### src/rtl/pipeline_ctrl_pkg.sv
// Shared types for the pipeline stall/flush sequencer.
package pipeline_ctrl_pkg;

    typedef enum logic [1:0] {
        RUN    = 2'd0,
        DRAIN  = 2'd1,
        HALTED = 2'd2,
        STEP   = 2'd3
    } seq_state_e;

    // Per-register controls. A flush bit means the register loads a NOP/bubble,
    // so a set flush makes the matching enable irrelevant.
    typedef struct packed {
        logic pc_en;
        logic if_id_en;
        logic if_id_flush;
        logic id_ex_en;
        logic id_ex_flush;
        logic ex_mem_flush;
    } pipe_ctrl_t;

endpackage

### src/rtl/stall_priority_encoder.sv
// Resolves simultaneous hazards into one set of register controls.
// Priority: EX busy > taken branch > load-use > free-running.
module stall_priority_encoder
    import pipeline_ctrl_pkg::*;
(
    input  logic       ex_busy_i,
    input  logic       branch_taken_i,
    input  logic       load_use_i,
    output pipe_ctrl_t ctrl_o
);

    // Pick the winning hazard and emit its controls.
    always_comb begin
        ctrl_o = '0;
        if (ex_busy_i) begin
            // Freeze the front end; EX/MEM takes bubbles until EX completes.
            ctrl_o.ex_mem_flush = 1'b1;
        end else if (branch_taken_i) begin
            // Redirect wins over load-use: the stalled instruction is wrong-path anyway.
            ctrl_o.pc_en       = 1'b1;
            ctrl_o.if_id_flush = 1'b1;
            ctrl_o.id_ex_flush = 1'b1;
        end else if (load_use_i) begin
            ctrl_o.id_ex_flush = 1'b1;
        end else begin
            ctrl_o.pc_en    = 1'b1;
            ctrl_o.if_id_en = 1'b1;
            ctrl_o.id_ex_en = 1'b1;
        end
    end

endmodule

### src/rtl/pipeline_sequencer.sv
// Stall/flush sequencer with debug halt/step/resume; drains the pipeline
// before reporting halted.
//
//  state  | meaning
//  RUN    | normal execution, hazard controls pass straight through
//  DRAIN  | fetch stopped, counting stall-free cycles until the pipe is empty
//  HALTED | pipe empty, all registers hold, waiting for resume/step
//  STEP   | one normal cycle (single fetch) then back to DRAIN
module pipeline_sequencer
    import pipeline_ctrl_pkg::*;
#(
    parameter int unsigned DRAIN_CYCLES = 4
) (
    input  logic       clk_i,
    input  logic       rst_i,
    input  logic       load_use_i,
    input  logic       ex_busy_i,
    input  logic       branch_taken_ex_i,
    input  logic       halt_req_i,
    input  logic       resume_req_i,
    input  logic       step_req_i,
    output logic       pc_en_o,
    output logic       if_id_en_o,
    output logic       if_id_flush_o,
    output logic       id_ex_flush_o,
    output logic       id_ex_en_o,
    output logic       ex_mem_flush_o,
    output logic       halted_o,
    output logic [1:0] state_o
);

    localparam int CW = $clog2(DRAIN_CYCLES + 1);
    localparam logic [CW-1:0] DRAIN_LOAD = CW'(DRAIN_CYCLES);

    seq_state_e    state_q, state_d;
    logic [CW-1:0] drain_cnt_q, drain_cnt_d;
    pipe_ctrl_t    base_ctrl, ctrl;
    logic          halted;

    stall_priority_encoder u_prio (
        .ex_busy_i      (ex_busy_i),
        .branch_taken_i (branch_taken_ex_i),
        .load_use_i     (load_use_i),
        .ctrl_o         (base_ctrl)
    );

    // State and drain counter registers.
    always_ff @(posedge clk_i) begin
        if (rst_i) begin
            state_q     <= RUN;
            drain_cnt_q <= '0;
        end else begin
            state_q     <= state_d;
            drain_cnt_q <= drain_cnt_d;
        end
    end

    // Next state and per-state masking of the hazard controls.
    always_comb begin
        state_d     = state_q;
        drain_cnt_d = drain_cnt_q;
        ctrl        = base_ctrl;
        halted      = 1'b0;
        unique case (state_q)
            RUN: begin
                if (halt_req_i) begin
                    state_d     = DRAIN;
                    drain_cnt_d = DRAIN_LOAD;
                end
            end
            DRAIN: begin
                // No new fetches: whenever IF/ID would load, it loads a NOP instead.
                ctrl.if_id_flush = base_ctrl.if_id_en | base_ctrl.if_id_flush;
                ctrl.if_id_en    = 1'b0;
                // PC only moves to capture a redirect so resume restarts at the target.
                ctrl.pc_en       = branch_taken_ex_i & ~ex_busy_i;
                if (!ex_busy_i && !load_use_i && drain_cnt_q != '0) begin
                    drain_cnt_d = drain_cnt_q - CW'(1);
                    if (drain_cnt_q == CW'(1)) state_d = HALTED;
                end
            end
            HALTED: begin
                ctrl   = '0;
                halted = 1'b1;
                if (resume_req_i)    state_d = RUN;
                else if (step_req_i) state_d = STEP;
            end
            STEP: begin
                state_d     = DRAIN;
                drain_cnt_d = DRAIN_LOAD;
            end
            default: state_d = RUN;
        endcase
    end

    // Reset forces every register to take bubbles regardless of state.
    always_comb begin
        if (rst_i) begin
            pc_en_o        = 1'b0;
            if_id_en_o     = 1'b0;
            if_id_flush_o  = 1'b1;
            id_ex_en_o     = 1'b0;
            id_ex_flush_o  = 1'b1;
            ex_mem_flush_o = 1'b1;
            halted_o       = 1'b0;
            state_o        = 2'(RUN);
        end else begin
            pc_en_o        = ctrl.pc_en;
            if_id_en_o     = ctrl.if_id_en;
            if_id_flush_o  = ctrl.if_id_flush;
            id_ex_en_o     = ctrl.id_ex_en;
            id_ex_flush_o  = ctrl.id_ex_flush;
            ex_mem_flush_o = ctrl.ex_mem_flush;
            halted_o       = halted;
            state_o        = state_q;
        end
    end

endmodule

### config.mk
export PLATFORM = sky130hd
export DESIGN_NAME = pipeline_sequencer
export DESIGN_NICKNAME = d
export VERILOG_FILES = /design/src/rtl/pipeline_ctrl_pkg.sv /design/src/rtl/stall_priority_encoder.sv /design/src/rtl/pipeline_sequencer.sv
export SDC_FILE = /design/constraint.sdc
export NUM_CORES = 1
export LEC_CHECK = 0
export ABC_AREA = 0
export CAP_MARGIN = 25
export CELL_PAD_IN_SITES_DETAIL_PLACEMENT = 2
export CELL_PAD_IN_SITES_GLOBAL_PLACEMENT = 2
export CORE_MARGIN = 2
export CORE_UTILIZATION = 24
export DETAILED_ROUTE_END_ITERATION = 8
export GPL_TIMING_DRIVEN = 0
export PLACE_DENSITY_LB_ADDON = 0.1
export SYNTH_ARGS = -nofsm -noshare
export SYNTH_HDL_FRONTEND = slang
export SYNTH_HIERARCHICAL = 1
export SYNTH_SLANG_ARGS = --single-unit
### constraint.sdc
create_clock -name clk_i -period 2.1 [get_ports clk_i]
set_clock_uncertainty 0.1 [all_clocks]
set_input_delay 0.315 -clock clk_i [delete_from_list [all_inputs] [get_ports clk_i]]
set_output_delay 0.315 -clock clk_i [all_outputs]
set_load 0.005 [all_outputs]
### Word-level counts from Yosys, hierarchy flattened

Index checks and enable logic that the tools add are counted.

| word-level totals | value |
|---|---|
| input bits | 8 |
| bits in writable memories | 0 |
| output and inout bits | 9 |
| latch bits | 0 |
| ROM bits | 0 |
| flip-flop bits (word level) | 5 |
| memories kept | 0 |

| operators by class | value |
|---|---|
| muxes and demuxes | 30 |
| add/subtract/negate cells | 1 |
| equality and inequality tests | 8 |
| $lt $le $gt $ge | 0 |
| bitwise gates (word level) | 3 |
| multipliers | 0 |
| divide/modulo/power cells | 0 |
| reduce and logical (&&, ||, !) cells | 9 |
| shift-type cells | 0 |

Operator list:

| kind | count |
|---|---|
| 1-bit 2-to-1 mux | 16 |
| 2-bit 2-to-1 mux | 7 |
| 3-bit 2-to-1 mux | 3 |
| 3-bit one-hot mux with 3 select lines | 1 |
| 2-bit one-hot mux with 4 select lines | 1 |
| 2-bit inequality test, second input constant | 3 |
| 3-bit one-hot mux with 2 select lines | 1 |
| 3-bit nonzero test | 2 |
| 5-bit 2-to-1 mux | 1 |
| 2-bit equality test, second input constant | 2 |
| 4-bit AND reduction | 1 |
| 3-bit by 1-bit equality test with 1-bit output, second input constant | 1 |
| 3-bit inequality test, second input constant | 1 |
| 3-bit AND reduction | 1 |
| 3-bit by 1-bit subtractor with 3-bit output, second input constant | 1 |
| 2-bit by 1-bit equality test with 1-bit output, second input constant | 1 |
| 1-bit logical AND | 2 |
| 1-bit logical NOT | 2 |
| 2-bit logical NOT | 1 |
| 1-bit AND | 1 |
| 1-bit inverter | 1 |
| 1-bit bitwise OR | 1 |

### Depth between registers and ports, before layout

Gate-level depths: netlist of run 1.

| logic depth | value |
|---|---|
| depth after elaboration | 6 |
| depth in mapped cells | 6 |
| gate-level depth less buffers | 6 |

### Modules after synthesis

The synthesis of run 1 kept the hierarchy.

Modules (own cells, without submodules):

| module | instances | area an instance (µm²) | cells each | seq. area each (µm²) |
|---|---|---|---|---|
| pipeline_sequencer | 1 | 493.0 | 57 | 100.1 |
| stall_priority_encoder | 1 | 40.0 | 8 | 0.0 |

### Worst setup path before layout of run 1

OpenSTA, ideal clock, no wires.

| path | value |
|---|---|
| kind | register -> output |
| start | register state_q[0] |
| end | output if_id_flush_o |
| required time | 1.685 ns |
| stages on the path, launching flop included | 6 |
| data arrival time | 1.119 ns |
| buffers on the path | 0 |
| slack | 0.566 ns |
| cells stage by stage | dfxtp_1 -> inv_1 -> ha_1 -> a21oi_1 -> a21oi_1 -> or2_1 |

| between the ends | value |
|---|---|
| cells in the longest elaborated chain, start to end | 3 |
| elaborated cells on any way between the ends | 4 |
| those cells by class | 2 x eq/ne; 2 x mux |

RTL lines:

| what | line | source |
|---|---|---|
| from (decl) | pipeline_sequencer.sv:35 | `seq_state_e state_q, state_d;` |
| from (signal assigned) | pipeline_sequencer.sv:53 | `state_q <= state_d;` |
| 2-bit equality test / 2-bit by 1-bit equality test with 1-bit output (equally long branches) | pipeline_sequencer.sv:64 | `unique case (state_q)` |
| 3-bit one-hot mux with 2 select lines * | pipeline_sequencer.sv:64 |  |
| 1-bit 2-to-1 mux * | pipeline_sequencer.sv:98 | `if (rst_i) begin` |
| to (decl) | pipeline_sequencer.sv:24 | `output logic if_id_flush_o,` |

Every way passes the cells marked *; elsewhere a longest branch is shown, timed or not.

### Worst setup path after layout of run 1

| path | value |
|---|---|
| start | register state_q[0] |
| end | output id_ex_en_o |

| between the ends | value |
|---|---|
| cells in the longest elaborated chain, start to end | 3 |

RTL lines:

| what | line | source |
|---|---|---|
| 2-bit equality test | pipeline_sequencer.sv:64 |  |
| 3-bit 2-to-1 mux | pipeline_sequencer.sv:64 |  |
| 1-bit 2-to-1 mux | pipeline_sequencer.sv:98 |  |
| to (decl) | pipeline_sequencer.sv:26 | `output logic id_ex_en_o,` |

No other way between the ends.

==> flow_summary.toml, run 1 <==
[grt]
overflow = 0
antenna_found_initial = 0
track_usage = 0.146
grt_pass1_vias = 557
grt_pass1_wl_um = 2700
grt_max_degree = 11

[placement]
dp_hpwl_um = 1180
port_buffers = 16
placed_cell_area_um2 = 728
place_inst = 109
place.gp.congestion = 0.688

[yosys]
synth_compound_area_frac = 0.286
synth_edf_count = 0
synthAdderAreaFrac = 0.141
synth-simple-area-share = 0.258
yosysWarnings = 6
synthesis.area_um2 = 533
synth_ff_type = "dfxtp_1"
synth_top_family_by_area = "compound AO/OA/AOI/OAI gates"
ys_ff_latch = 5
synth_nets = 79
yosys.area.top_type = "dfxtp_1"
ys_seq_area_frac = 0.188
syn_area_per_cell_um2 = 8.20
synth-xor-area-share = 0
async_flop_share = 0
synth_cell_types = 32
yosysTopAreaCellShare = 0.188
muxShareOfSynthArea = 0.0282
synth_area_leaders = "dfxtp_1, ha_1, a21oi_1"
synth_common_cells = "a21oi_1, inv_1, nor2_1"
synth_cells = 65

[pwr]
combPwrFrac = 0.544
power_density_nw_per_um2 = 656
power_mw = 0.532
power.internal_mw = 0.325
leakagePower_nw = 0.349
netSwitchingPower_mw = 0.208
pwr-share-clk = 0.224
max-vdd-ir-drop_mv = 0.259
p_sw_frac = 0.390
seqPwrFrac = 0.232

[floorplanning]
start_util = 0.248
core_um2 = 2150
die_x_um = 51.1
die-area_um2 = 2610
die_h_um = 51.1
io-pin-count = 17
placementRows = 17

[critical_path]
path_class = "reg -> out"
slowest_stage = "clkdlybuf4s50_1"
crit_path_cell_trace = "inv_4 -> ha_4 -> nor3b_1 -> clkdlybuf4s50_1"
worstPathArrival_ns = 1.60
critPathMaxFanout = 7
critical_path.top_delay_family = "buffers and inverters"
worst-path-buf-inv = 2
end_kind = "output pin"
max_stage_delay_ns = 0.53
cp.required_ns = 1.68
crit_path_start_kind = "flop"

[detailed_routing]
dr.pass1.iters = 2
num_vias = 552
ant_nets = 0
drt_iter0_markers = 3
vias_per_cell = 4.80
route.detailed.drc = 0
post_drt_wl_per_cell_um = 14.6
finalWirelength_um = 1680

[cells_and_area]
drive_gt1_frac = 0.299
final_core_util = 0.378
area_growth_pct = 52.3
stdcell_count = 115
fin_nets = 102
fin_area_um2 = 812
diodes = 0

[sta]
slew_headroom = 0.834
fin_crit_ns = 2.01
slew_violations = 0
finalSetupTns_ns = 0
tightestPinTransition_ns = 0.247
fin_crit_sh = 0.959
hold_violations = 0
fmax_mhz = 497
setup_viol = 0

[cts]
root_buffer = "clkbuf_4"
clock_path_buffers = 2
cts_sinks = 5
clk_latency_ns = 0.25
clk_pin_slew_worst_paths_ns = 0.05
cts_buffers = 3
cts.htree.levels = 1
cts_tree = "done"

[run_status]
outcome = "finished clean"

[flow_run]
maxCapViolations = 0

[hold_path]
hold_class = "reg -> reg"
-- layout by cell type (no fill, tap or decap), types with 2 or more instances in the layout --
cell type / count
a21o_1: 2
a21oi_1: 7
buf_4: 4
clkbuf_4: 3
clkdlybuf4s50_1: 9
dfxtp_1: 3
dfxtp_2: 2
dlygate4sd2_1: 3
dlymetal6s2s_1: 2
ha_1: 4
ha_4: 2
inv_1: 5
inv_2: 3
nor2_1: 7
nor3_2: 2
nor3b_1: 2
o31ai_1: 2
-- path summary, 6_finish.rpt --
check / startpoint / to / slack, ns / cells past startpoint
setup / recovery: state_q[0]$_SDFFE_PP0P_ / id_ex_en_o / 0.09 / 4
hold / removal: drain_cnt_q[1]$_SDFFE_PP0P_ / drain_cnt_q[1]$_SDFFE_PP0P_ / 0.37 / 2
setup reg to reg: state_q[1]$_SDFFE_PP0P_ / state_q[1]$_SDFFE_PP0P_ / 0.41 / 7
hold reg to reg: drain_cnt_q[1]$_SDFFE_PP0P_ / drain_cnt_q[1]$_SDFFE_PP0P_ / 0.37 / 2
-- sequential cells by signal, summed over array words and instances, names as in the netlist --
| name | count |
|---|---|
| drain_cnt_q | 3 |
| state_q | 2 |
-- metrics by stage --
stage,setup WS (ns),hold WS (ns)
4_1_cts,-0.0588,0.380
5_1_grt,-0.00837,0.412
3_3_place_gp,-0.369,0.364
6_report,0.0865,0.375
3_5_place_dp,-0.364,0.376
2_1_floorplan,0.566,0.344
-- metal layers --
layer | up-vias | global-route usage | share of wire
met2 | 15 | 0.245 | 0.49
met3 | 4 | 0.0409 | 0.052
met1 | 263 | 0.166 | 0.44
met5 | - | 0 | 0
met4 | 0 | 0.0811 | 0.014
li1 | 270 | - | -
-- power groups by stage --
stage	logic [mW]	clock network, mW	registers [mW]
2_1_floorplan	0.164	0	0.117
3_3_place_gp	0.244	0	0.119
3_5_place_dp	0.244	0	0.120
4_1_cts	0.269	0.125	0.120
5_1_grt	0.320	0.138	0.125
6_report	0.289	0.119	0.124
-- kinds of logic (layout without fill, tap and decap cells) --
| logic type | Yosys count | count (layout) |
|---|---|---|
| adders and majority gates | 6 | 6 |
| and+or+nand+nor | 22 | 22 |
| DFF | 5 | 5 |
| buffers and inverters | 12 | 34 |
| AOI/OAI and AO/OA | 19 | 19 |
| muxes | 1 | 1 |
-- what timing repair did --
item	4_1_cts	5_1_grt
endpoints found under the setup margin	8	6
resized for setup	15	8
hold buffers	0	0
pin swaps	1	3
buffers inserted	1	1
-- worst register-to-register path: cells and delay by family (launching register included) --
family,cells,cell delay (ns)
compound gates,2,0.32
fa+ha+maj,1,0.22
buf+inv,3,0.30
flops,1,0.33
mux,1,0.31
-- layout make-up --
type	count	area (um2)
buffer	3	28.8
clock buffer	4	26.3
fill	252	1340
inverter	9	36.3
multi-input combinational	48	410
sequential	5	103
tap	28	35.0
timing repair buffer	18	173
(Power assumes the default switching activity.)
==> run 2, diff against run 1 <==
- CORE_ASPECT_RATIO: default -> 0.9
- REMOVE_ABC_BUFFERS: default -> 1
==> run 2 against run 1 <==
  * Critical path depth grew 1
  * First-iteration DRC count shrank 67%
  * Cell count shrank 5.2%
  * Highest routed layer unchanged
  * Hold slack lost 0.0053 ns
  * Sequential share of layout area grew 0.74 points
  * Combinational power shrank 12%
  * Critical path type unchanged
  * Maximum frequency grew 2.1%
  * Largest power group unchanged
  * Largest cell class unchanged
  * Via count shrank 6.3%
  * Routed wire length shrank 9.9%
  * Non-clock buffer count shrank 5
==> flow_summary.toml, run 2 (synthesized netlist as in run 1, its figures left out) <==
[placement]
place.gp.congestion = 0.733
place_inst = 105
dp_hpwl_um = 1160
port_buffers = 16

[sta]
grt_setup_unrepaired = "false"
slew_violations = 0
tightestPinTransition_ns = 0.566
setup_viol = 0
fin_crit_ns = 1.97
finalSetupTns_ns = 0
hold_ws_ns = 0.370
fin_crit_sh = 0.939
fmax_mhz = 507
slew_headroom = 0.623
hold_violations = 0

[cts]
cts.htree.levels = 1
cts_buffers = 3
cts_tree = "done"
cts_sinks = 5
clk_pin_slew_worst_paths_ns = 0.05
root_buffer = "clkbuf_4"
clk_latency_ns = 0.25
postCtsHoldBufs = 0
clock_path_buffers = 2

[detailed_routing]
route.detailed.drc = 0
ant_nets = 0
vias_per_cell = 4.74
dr.pass1.iters = 2
finalWirelength_um = 1510
post_drt_wl_per_cell_um = 13.9
num_vias = 517
drt_iter0_markers = 1

[critical_path]
cp-endpoint = "halted_o"
cp.required_ns = 1.68
rr_startpoint = "state_q[1]$_SDFFE_PP0P_"
crit_path_start_kind = "flop"
reg2reg_depth = 6
critPathMaxFanout = 7
reg2reg_to = "state_q[1]$_SDFFE_PP0P_"
end_kind = "output pin"
setup.worst_path.start = "state_q[0]$_SDFFE_PP0P_"
path_class = "reg -> out"
rrSetupSlack_ns = 0.53
worstPathArrival_ns = 1.56

[grt]
overflow = 0
grt_max_degree = 15
grt_pass1_wl_um = 2430
track_usage = 0.130
grt_pass1_vias = 505
antenna_found_initial = 0

[floorplanning]
die_h_um = 48.7
io-pin-count = 17
die_x_um = 53.7
start_util = 0.249
core_um2 = 2140
placementRows = 16
die-area_um2 = 2610

[cells_and_area]
regMostFlops = "drain_cnt_q"
diodes = 0
stdcell_count = 109
area_growth_pct = 43.9
largest_reg_flops = 3
top_regs = "drain_cnt_q: 3 flops, state_q: 2 flops"
final_common_cell = "clkdlybuf4s50_1"
final_cell_mix = "clkdlybuf4s50_1, nor2_1, a21oi_1"
drive_gt1_frac = 0.232
fin_nets = 97

[pwr]
power_mw = 0.497
max-vdd-ir-drop_mv = 0.325
power_density_nw_per_um2 = 648
leakagePower_nw = 0.335

[run_status]
outcome = "finished clean"

[hold_path]
hold_start = "drain_cnt_q[1]$_SDFFE_PP0P_"
hold_class = "reg -> reg"

[flow_run]
maxCapViolations = 0
[run 2: layer usage]
metal / part of all wire / track usage
met1: 0.51 / 0.180
met2: 0.42 / 0.185
met3: 0.040 / 0.0278
met4: 0.022 / 0.0641
met5: 0 / 0
[run 2: repair_timing]
action,in CTS,in global routing
setup buffers,0,0
gates resized for setup,16,2
hold endpoints to repair,0,0
setup endpoints to repair,9,2
pin swaps,1,1
[run 2: through the flow]
step / instance area [um2] / worst slack, ns / util
2_1_floorplan: 514 / 0.566 / -
3_3_place_gp: 708 / -0.354 / 0.331
3_5_place_dp: 708 / -0.365 / 0.331
4_1_cts: 762 / 0.0262 / 0.356
5_1_grt: 767 / 0.0117 / 0.358
6_report: 767 / 0.127 / 0.358
[run 2: worst min-delay path by stage]
stage	to	slack [ns]	cells past startpoint
2_1_floorplan	drain_cnt_q[0]$_SDFFE_PP0P_	0.28	1
3_3_place_gp	drain_cnt_q[1]$_SDFFE_PP0P_	0.36	2
3_5_place_dp	drain_cnt_q[1]$_SDFFE_PP0P_	0.37	2
4_1_cts	drain_cnt_q[1]$_SDFFE_PP0P_	0.38	2
5_1_grt	drain_cnt_q[1]$_SDFFE_PP0P_	0.41	2
6_report	drain_cnt_q[1]$_SDFFE_PP0P_	0.37	2
[run 2: critical path: stages (launching register included)]
cell,delay [ns]
dfxtp_2,0.33
inv_4,0.09
ha_4,0.22
inv_2,0.06
nor2_1,0.09
clkdlybuf4s50_1,0.51
[run 2: layout make-up]
type | count | area [um2]
timing repair buffer | 16 | 158
multi-input combinational | 48 | 410
fill | 243 | 1380
sequential | 5 | 103
inverter | 9 | 36.3
tap | 27 | 33.8
clock buffer | 4 | 26.3
[run 2: report_power, final]
part / switching, mW / internal (mW)
logic: 0.136 / 0.119
registers: 0.0125 / 0.111
clock network: 0.0468 / 0.0723
total: 0.195 / 0.302
